===== config.mk =====
export PLATFORM = sky130hd
export DESIGN_NAME = dcache_ctrl
export DESIGN_NICKNAME = d
export VERILOG_FILES = /design/src/rtl/dcache_ctrl.sv
export SDC_FILE = /design/constraint.sdc
export NUM_CORES = 2
export LEC_CHECK = 0
export CAP_MARGIN = 10
export CORE_MARGIN = 1.5
export CORE_UTILIZATION = 60
export CTS_CLUSTER_SIZE = 8
export DETAILED_ROUTE_END_ITERATION = 8
export PLACE_DENSITY_LB_ADDON = 0.12
export SYNTH_ARGS = -nofsm -noshare
export SYNTH_HDL_FRONTEND = slang
export SYNTH_MEMORY_MAX_BITS = 65536
export SYNTH_SLANG_ARGS = --single-unit

===== constraint.sdc =====
create_clock -name clk -period 7.33 [get_ports clk]
set_input_delay 1.466 -clock clk [delete_from_list [all_inputs] [get_ports clk]]
set_output_delay 1.466 -clock clk [all_outputs]
set_load 0.005 [all_outputs]

===== src/rtl/dcache_ctrl.sv =====
// dcache_ctrl: direct-mapped, write-through, no-write-allocate data cache
// between a single-cycle core data port and a multi-cycle main memory.
// Ports:
//   clk, reset      rising-edge clock, synchronous active-low reset
//   cpu_rd/cpu_wr   load/store request, held by the core while stall=1
//   cpu_addr        byte address (bits [1:0] ignored)
//   cpu_wdata       store data
//   cpu_rdata       load data (meaningful on a hit with stall=0)
//   stall           freezes the core during refills and write-throughs
//   mem_rd/mem_wr   main-memory word read/write request
//   mem_addr        main-memory byte address of the current word
//   mem_wdata       main-memory write data
//   mem_rdata       main-memory read data, valid with mem_ready
//   mem_ready       main memory accepts/completes the current word
module dcache_ctrl #(
    parameter int INDEX_BITS  = 5,
    parameter int OFFSET_BITS = 2
) (
    input  logic        clk,
    input  logic        reset,
    input  logic        cpu_rd,
    input  logic        cpu_wr,
    input  logic [31:0] cpu_addr,
    input  logic [31:0] cpu_wdata,
    output logic [31:0] cpu_rdata,
    output logic        stall,
    output logic        mem_rd,
    output logic        mem_wr,
    output logic [31:0] mem_addr,
    output logic [31:0] mem_wdata,
    input  logic [31:0] mem_rdata,
    input  logic        mem_ready
);

    localparam int LINES    = 1 << INDEX_BITS;
    localparam int WORDS    = 1 << OFFSET_BITS;
    localparam int LSB      = OFFSET_BITS + 2;
    localparam int TAG_LSB  = LSB + INDEX_BITS;
    localparam int TAG_BITS = 32 - TAG_LSB;

    typedef enum logic [1:0] {
        IDLE,
        REFILL,
        WRITE,
        WDONE
    } state_t;

    state_t state, state_n;

    logic [TAG_BITS-1:0] tag_arr [LINES];
    logic [31:0]         data_arr[LINES*WORDS];
    logic [LINES-1:0]    valid;

    logic [OFFSET_BITS-1:0] cnt, cnt_n;
    logic        mem_rd_n, mem_wr_n;
    logic [31:0] mem_addr_n, mem_wdata_n;

    logic fill_we, store_we, line_done;

    logic [OFFSET_BITS-1:0] offset, w_offset;
    logic [INDEX_BITS-1:0]  index, w_index;
    logic [TAG_BITS-1:0]    tag, w_tag;
    logic hit, w_hit;

    logic unused_bits;
    assign unused_bits = ^{cpu_addr[1:0], mem_addr[1:0]};

    assign offset = cpu_addr[LSB-1:2];
    assign index  = cpu_addr[TAG_LSB-1:LSB];
    assign tag    = cpu_addr[31:TAG_LSB];

    // Fields of the store being written through, taken from the
    // latched memory address rather than the live core address.
    assign w_offset = mem_addr[LSB-1:2];
    assign w_index  = mem_addr[TAG_LSB-1:LSB];
    assign w_tag    = mem_addr[31:TAG_LSB];

    assign hit   = valid[index] && (tag_arr[index] == tag);
    assign w_hit = valid[w_index] && (tag_arr[w_index] == w_tag);

    assign cpu_rdata = data_arr[{index, offset}];

    always_comb begin
        state_n     = state;
        cnt_n       = cnt;
        mem_rd_n    = mem_rd;
        mem_wr_n    = mem_wr;
        mem_addr_n  = mem_addr;
        mem_wdata_n = mem_wdata;
        stall       = 1'b0;
        fill_we     = 1'b0;
        store_we    = 1'b0;
        line_done   = 1'b0;
        unique case (state)
            IDLE: begin
                // A store wins when both requests are raised.
                if (cpu_wr) begin
                    stall       = 1'b1;
                    state_n     = WRITE;
                    mem_wr_n    = 1'b1;
                    mem_addr_n  = {cpu_addr[31:2], 2'b00};
                    mem_wdata_n = cpu_wdata;
                end else if (cpu_rd && !hit) begin
                    stall      = 1'b1;
                    state_n    = REFILL;
                    cnt_n      = '0;
                    mem_rd_n   = 1'b1;
                    mem_addr_n = {cpu_addr[31:LSB], {LSB{1'b0}}};
                end
            end
            REFILL: begin
                stall = 1'b1;
                if (mem_ready) begin
                    fill_we    = 1'b1;
                    cnt_n      = cnt + 1'b1;
                    mem_addr_n = mem_addr + 32'd4;
                    if (&cnt) begin
                        line_done = 1'b1;
                        mem_rd_n  = 1'b0;
                        state_n   = IDLE;
                    end
                end
            end
            WRITE: begin
                stall = 1'b1;
                if (mem_ready) begin
                    store_we = w_hit;
                    mem_wr_n = 1'b0;
                    state_n  = WDONE;
                end
            end
            // The core retires the store here; its held request is
            // not re-issued.
            WDONE: state_n = IDLE;
            default: state_n = IDLE;
        endcase
    end

    always_ff @(posedge clk) begin
        if (!reset) begin
            state     <= IDLE;
            cnt       <= '0;
            mem_rd    <= 1'b0;
            mem_wr    <= 1'b0;
            mem_addr  <= '0;
            mem_wdata <= '0;
            valid     <= '0;
        end else begin
            state     <= state_n;
            cnt       <= cnt_n;
            mem_rd    <= mem_rd_n;
            mem_wr    <= mem_wr_n;
            mem_addr  <= mem_addr_n;
            mem_wdata <= mem_wdata_n;
            if (line_done) begin
                valid[index] <= 1'b1;
            end
        end
    end

    always_ff @(posedge clk) begin
        if (reset) begin
            if (fill_we) begin
                data_arr[{index, cnt}] <= mem_rdata;
            end
            if (store_we) begin
                data_arr[{w_index, w_offset}] <= mem_wdata;
            end
            if (line_done) begin
                tag_arr[index] <= tag;
            end
        end
    end

endmodule


; Yosys cells after proc, flatten, opt, wreduce, memory -nomap -nowiden
; Memories as Yosys holds them, arrays and structs flattened. A register that Yosys moved wholly into a read port is not among the register bits.
; Index checks and enable logic that the tools add are counted.
[op_classes]
n_lt_le_gt_ge = 3
n_addsub = 2
bitwise_logic = 1
reduce_logical = 17
n_eq_ne = 12
mux = 52
[op_table]
columns = cell, n
row1 = two-way mux 32 bit, 4
row2 = case mux 32 bit (2 select lines), 1
row3 = == test 23 bit, 2
row4 = "adder 32 x 3 -> 32 bit, second input constant", 1
row5 = OR 32 bit, 1
row6 = OR reduction 32 bit, 1
row7 = two-way mux 1 bit, 28
row8 = two-way mux 2 bit, 8
row9 = "less-than comparator 5 x 6 -> 1 bit, second input constant", 2
row10 = "!= test 2 bit, second input constant", 6
row11 = binary-select mux 1 bit (select 5 bit), 2
row12 = two-way mux 5 bit, 2
row13 = case mux 2 bit (4 select lines), 1
row14 = AND reduction 4 bit, 2
row15 = two-way mux 7 bit, 1
row16 = case mux 1 bit (2 select lines), 3
row17 = AND reduction 3 bit, 2
row18 = demux 1 bit (select 5 bit), 1
row19 = ">= comparator 5 x 1 -> 1 bit, second input constant", 1
row20 = AND reduction 5 bit, 1
row21 = "== test 2 bit, second input constant", 2
row22 = logical AND 1 bit, 4
row23 = case mux 2 bit (2 select lines), 1
row24 = AND reduction 2 bit, 2
row25 = other kinds (7), 8
[word_totals]
memories = 2
ramBits = 4832
reg_bits = 102
out_inout_bits = 99
elab_cells = 96
[mem_list]
columns = name, depth, width, rd, rd_ports_with_merged_regs, write_ports, line
row1 = data_arr, 128, 32, 1, 0, 1, 51  ; logic [31:0] data_arr[LINES*WORDS];
row2 = tag_arr, 32, 23, 2, 1, 1, 50  ; logic [TAG_BITS-1:0] tag_arr [LINES];

; Logic depth before layout (Yosys ltp)
[depth]
depth_word = 10
ltp_mapped = 17
ltp_nobuf = 11

; Worst setup path before layout
; Ideal clock, no wire load.
[synth_timing]
path_type = input -> output
from = input port cpu_addr[2]
to = output port cpu_rdata[17]
t_arrival_ps = 4607
path_stages = 9
t_required_ps = 5864
path_slack_ps = 1257
n_path_buf = 5
path_cell_list = buf_2 > buf_2 > buf_2 > buf_1 > clkbuf_1 > mux4_2 > mux4_2 > a221oi_1 > o221ai_1
[synth_via]
elab_chain_len = 1
[synth_rtl]
columns = item, line
row1 = from (decl), 23  ; input logic [31:0] cpu_addr,
row2 = memory read (128 x 32 bit), --
row3 = to (decl), 25  ; output logic [31:0] cpu_rdata,
; No other way between the ends.

; Final worst setup path
[layout_timing]
from = input port cpu_addr[6]
to = output port stall
[layout_via]
elab_chain_len = 8
word_cells_on_any_way = 10
cone_classes = eq/ne (1) / mux (5) / reduce/logical (3) / memory (1)
[layout_rtl]
columns = item, line
row1 = memory read (32 x 23 bit) / binary-select mux 1 bit (select 5 bit) (equally long branches), --
row2 = == test 23 bit / two-way mux 1 bit (equally long branches), 78  ; assign hit = valid[index] && (tag_arr[index] == tag);
row3 = logical AND 1 bit *, 78
row4 = logical NOT 1 bit *, 103  ; end else if (cpu_rd && !hit) begin
row5 = logical AND 1 bit *, 103
row6 = two-way mux 1 bit *, 103
row7 = two-way mux 1 bit *, 97  ; if (cpu_wr) begin
row8 = case mux 1 bit (2 select lines) *, 94  ; unique case (state)
row9 = to (decl), 26  ; output logic stall,
; Every way passes the cells marked *; elsewhere a longest branch is shown, timed or not. The select of a mux whose other input is x is not followed.

==> metrics.md <==
| Metric | Value |
|---|---|
| Status | `finished, final reports clean` |
| Reg clk slew, reported paths | `0.05 ns` |
| DR pass1 iterations | `7` |
| Post-route met1 wirelength | `about 200,000 microns` |
| Max cap viols | `0` |
| Synth unique cells | `77` |
| Most frequent cell after synthesis | `edfxtp_1` |
| Synth Cell Area | `0.196 sq mm` |
| Worst Path Required | `5.86 ns` |
| Antenna-violating nets left | `0` |
| Type of the worst setup path | `input port to output pin` |
| CTS Buf Count | `around 690` |
| Sequential area share after synthesis | `between 70% and 80%` |
| Worst-Skew Late Latency | `1.06 ns` |
| EDFF count, synth | `4,832` |
| Peak supply drop | `roughly 0.00027 V` |
| First-pass GRT wire length | `775,000 microns` |
| Max_slew headroom | `9.17%` |
| Simple-gate share of the synthesized area | `1.58%` |
| Syn Inst Count | `8,705` |
| Final setup viols | `0` |
| Post-Synth XOR/XNOR Area | `0.188%` |
| CP Launch Point | `cpu_addr[6]` |
| Final nets | `9,760` |
| P per Cell Area | `roughly 290 mW/mm^2` |
| H-tree levels | `6` |
| Worst Skew | `0.0438 ns` |
| Die W | `574 microns` |
| Initial antenna violation count | `20` |
| Worst endpoint data arrival time | `5.71 ns` |
| DR WL/cell | `about 40 microns` |
| Tmin final | `7.18 ns` |
| Multiplexer share of the synthesized area | `between 20 and 25%` |
| Total Power | `66.0 mW` |
| Synth async-reset ratio | `0%` |
| Vias in the first global route | `103,000` |
| CTS Root Buffer Type | `clkbuf_16` |
| Setup bufs post-CTS | `0` |
| CTS tree | `done` |
| Layout area overhead | `16.0%` |
| Main combinational cell family by area after synthesis | `multiplexers` |
| Largest net degree at the start of global routing | `~130` |
| Warning count from the yosys run | `0` |
| Final Hold Viols | `0` |
| Clock sinks | `slightly below 5,000` |
| Core Area | `0.325 sq mm` |
| Syn_area_per_cell | `around 23 sq um` |
| Reg-to-reg slack, setup | `between 0.6 and 0.7 ns` |
| Cell row count | `209` |
| Synth cell count leaders | `edfxtp_1 (4,832), mux4_2 (1,542), mux2i_1 (393)` |
| 1st-iter DRT viols | `around 15,000` |
| Final GP Congestion | `around 0.88` |
| Capturing point of the worst reg2reg path | `data_arr[81][8]` |
| DRC viols | `0` |
| Routed vias | `slightly above 100k` |
| Synth top area share | `74.1%` |
| Drt via density | `7.18` |
| Highest metal used | `met5` |
| Adder-cell area share of the yosys netlist | `0.0383%` |
| Leakage | `between 70 and 80 nW` |
| GR Util All Layers | `between 30% and 40%` |
| Worst-Margin Slew | `1.36 ns` |
| Compound-Gate Fraction of Synth Area | `1.69%` |
| Detailed Route WL | `approximately 550,000 microns` |
| Hold Crit Start | `valid[3]` |
| Synth area leader | `edfxtp_1` |
| Flops & latches, synth | `around 4,900` |
| Wire length on met3 | `64,300 microns` |
| Top fanout value on the critical path | `34` |
| Met2 wire len | `266,000 microns` |
| I/O Pins | `200` |
| Top cells by area, synth | `edfxtp_1 (74%), mux4_2 (18%), mux2i_1 (2.0%)` |
| Final Cycle Share | `97.9%` |
| Die Area | `0.330 sq mm` |
| Final slew viol count | `0` |
| Fmax | `139 MHz` |
| Filler cell count in the final layout | `18,800` |
| Initial Utilization | `60.4%` |
| Worst setup EP type | `output pin` |
| HPWL after DPL | `approximately 320,000 microns` |
| CTS max path bufs | `4` |
| Hold WS | `0.472 ns` |
| Min-delay worst type | `register to register` |
| Grt ovf | `0` |
| Reg2Reg Depth | `14` |
| Fraction of layout cells with a size suffix above 1 | `~32%` |
| Startpoint types | `input port` |
| Main synth FF type | `edfxtp_1` |
| Unrepaired setup endpoints after global routing | `no` |
| Crit path capture | `stall` |
| Die Ht | `574 microns` |
| Port Buffers | `195` |
[registers in the layout, summed over array words and instances, names as in the netlist, named ones only]
name	flops
cnt	2
data_arr	4096
mem_addr	30
mem_rd	1
mem_wdata	32
mem_wr	1
state	2
tag_arr	736
valid	32
[placed cells by master, fill, tap and decap left out, types with 25 or more instances in the layout]
cell type	netlist	final
o22ai_1	151	151
mux4_2	1542	1542
a21oi_1	90	88
mux2_4	1	33
buf_4	19	446
a21o_1	34	34
a22oi_1	82	82
buf_12	0	147
edfxtp_1	4832	4832
mux2i_1	393	386
nor2_1	237	73
clkdlybuf4s50_1	0	187
xnor2_1	26	26
nand2_1	225	224
nand3_1	34	34
nor2_4	0	162
clkbuf_1	269	76
clkbuf_16	0	697
nor4_1	26	25
dfxtp_1	105	101
nor3_1	26	25
[worst min-delay path by stage]
stage	endpoint	slack (ns)	depth (start not counted)
2_1_floorplan	valid[10]	0.44	1
3_3_place_gp	valid[10]	0.44	1
3_5_place_dp	valid[12]	0.46	1
4_1_cts	valid[12]	0.47	1
5_1_grt	valid[14]	0.48	1
6_report	valid[3]	0.47	1
[timing repair]
action,CTS,global route
endpoints found under the setup margin,1,1
hold buffers,0,0
gates resized for setup,1,2
[power by group]
part	total, mW	switching (mW)	internal (mW)
clock network	28.0	11.2	16.8
logic	6.40	3.68	2.72
registers	31.6	0.384	31.2
[per-stage QoR]
stage | cell area, sq um | setup TNS [ns] | utilization [%] | setup slack [ns] | std cells
after global placement | 209000 | -0.383 | 64.4 | -0.383 | 13300
after floorplan | 196000 | 0 | - | 1.26 | 8706
after CTS | 227000 | 0 | 70.0 | 0.0391 | 14100
after global routing | 227000 | 0 | 70.0 | 0.0858 | 14100
after detailed placement | 209000 | -0.248 | 64.4 | -0.248 | 13300
final | 227000 | 0 | 70.0 | 0.153 | 14100
[routing by layer]
layer | track usage, % | vias to the layer above
li1 | - | 39000
met1 | 46.6 | 54100
met2 | 53.1 | 7064
met3 | 7.39 | 1249
met4 | 15.1 | 10
met5 | 0 | -
[cell type report]
class	instances	area (sq um)	share of cell area (%)
flip-flops and latches	4937	147000	64.8
multi-input cells	3224	47900	21.1
clock buffers	773	17700	7.80
repair buffers	786	8240	3.63
well taps	4325	5410	2.38
clock inverters	50	699	0.308
inverters	17	63.8	0.0281
diodes	7	17.5	0.00771
[critical path, cell delays in order]
cell and delay, ns:
clkbuf_8 0.26, or4b_2 0.97, buf_4 0.30, o22ai_1 0.19, a211oi_1 0.08, nand3_1 0.16
xor2_1 0.13, nor4_1 0.72, nor3b_1 0.34, buf_4 0.23, a21boi_1 0.09, o21ai_0 0.17
a21oi_1 0.09, clkdlybuf4s50_1 0.44
[kinds of logic after synthesis]
| group | count (synthesis) |
|---|---|
| buffers and inverters | 545 |
| AO/OA/AOI/OAI | 489 |
| XOR/XNOR | 42 |
| adder cells (fa/ha/maj) | 6 |
| other | 1 |
| AND/OR/NAND/NOR | 678 |
| multiplexers | 2007 |
| flip-flops | 4937 |
(Power assumes the default switching activity.)
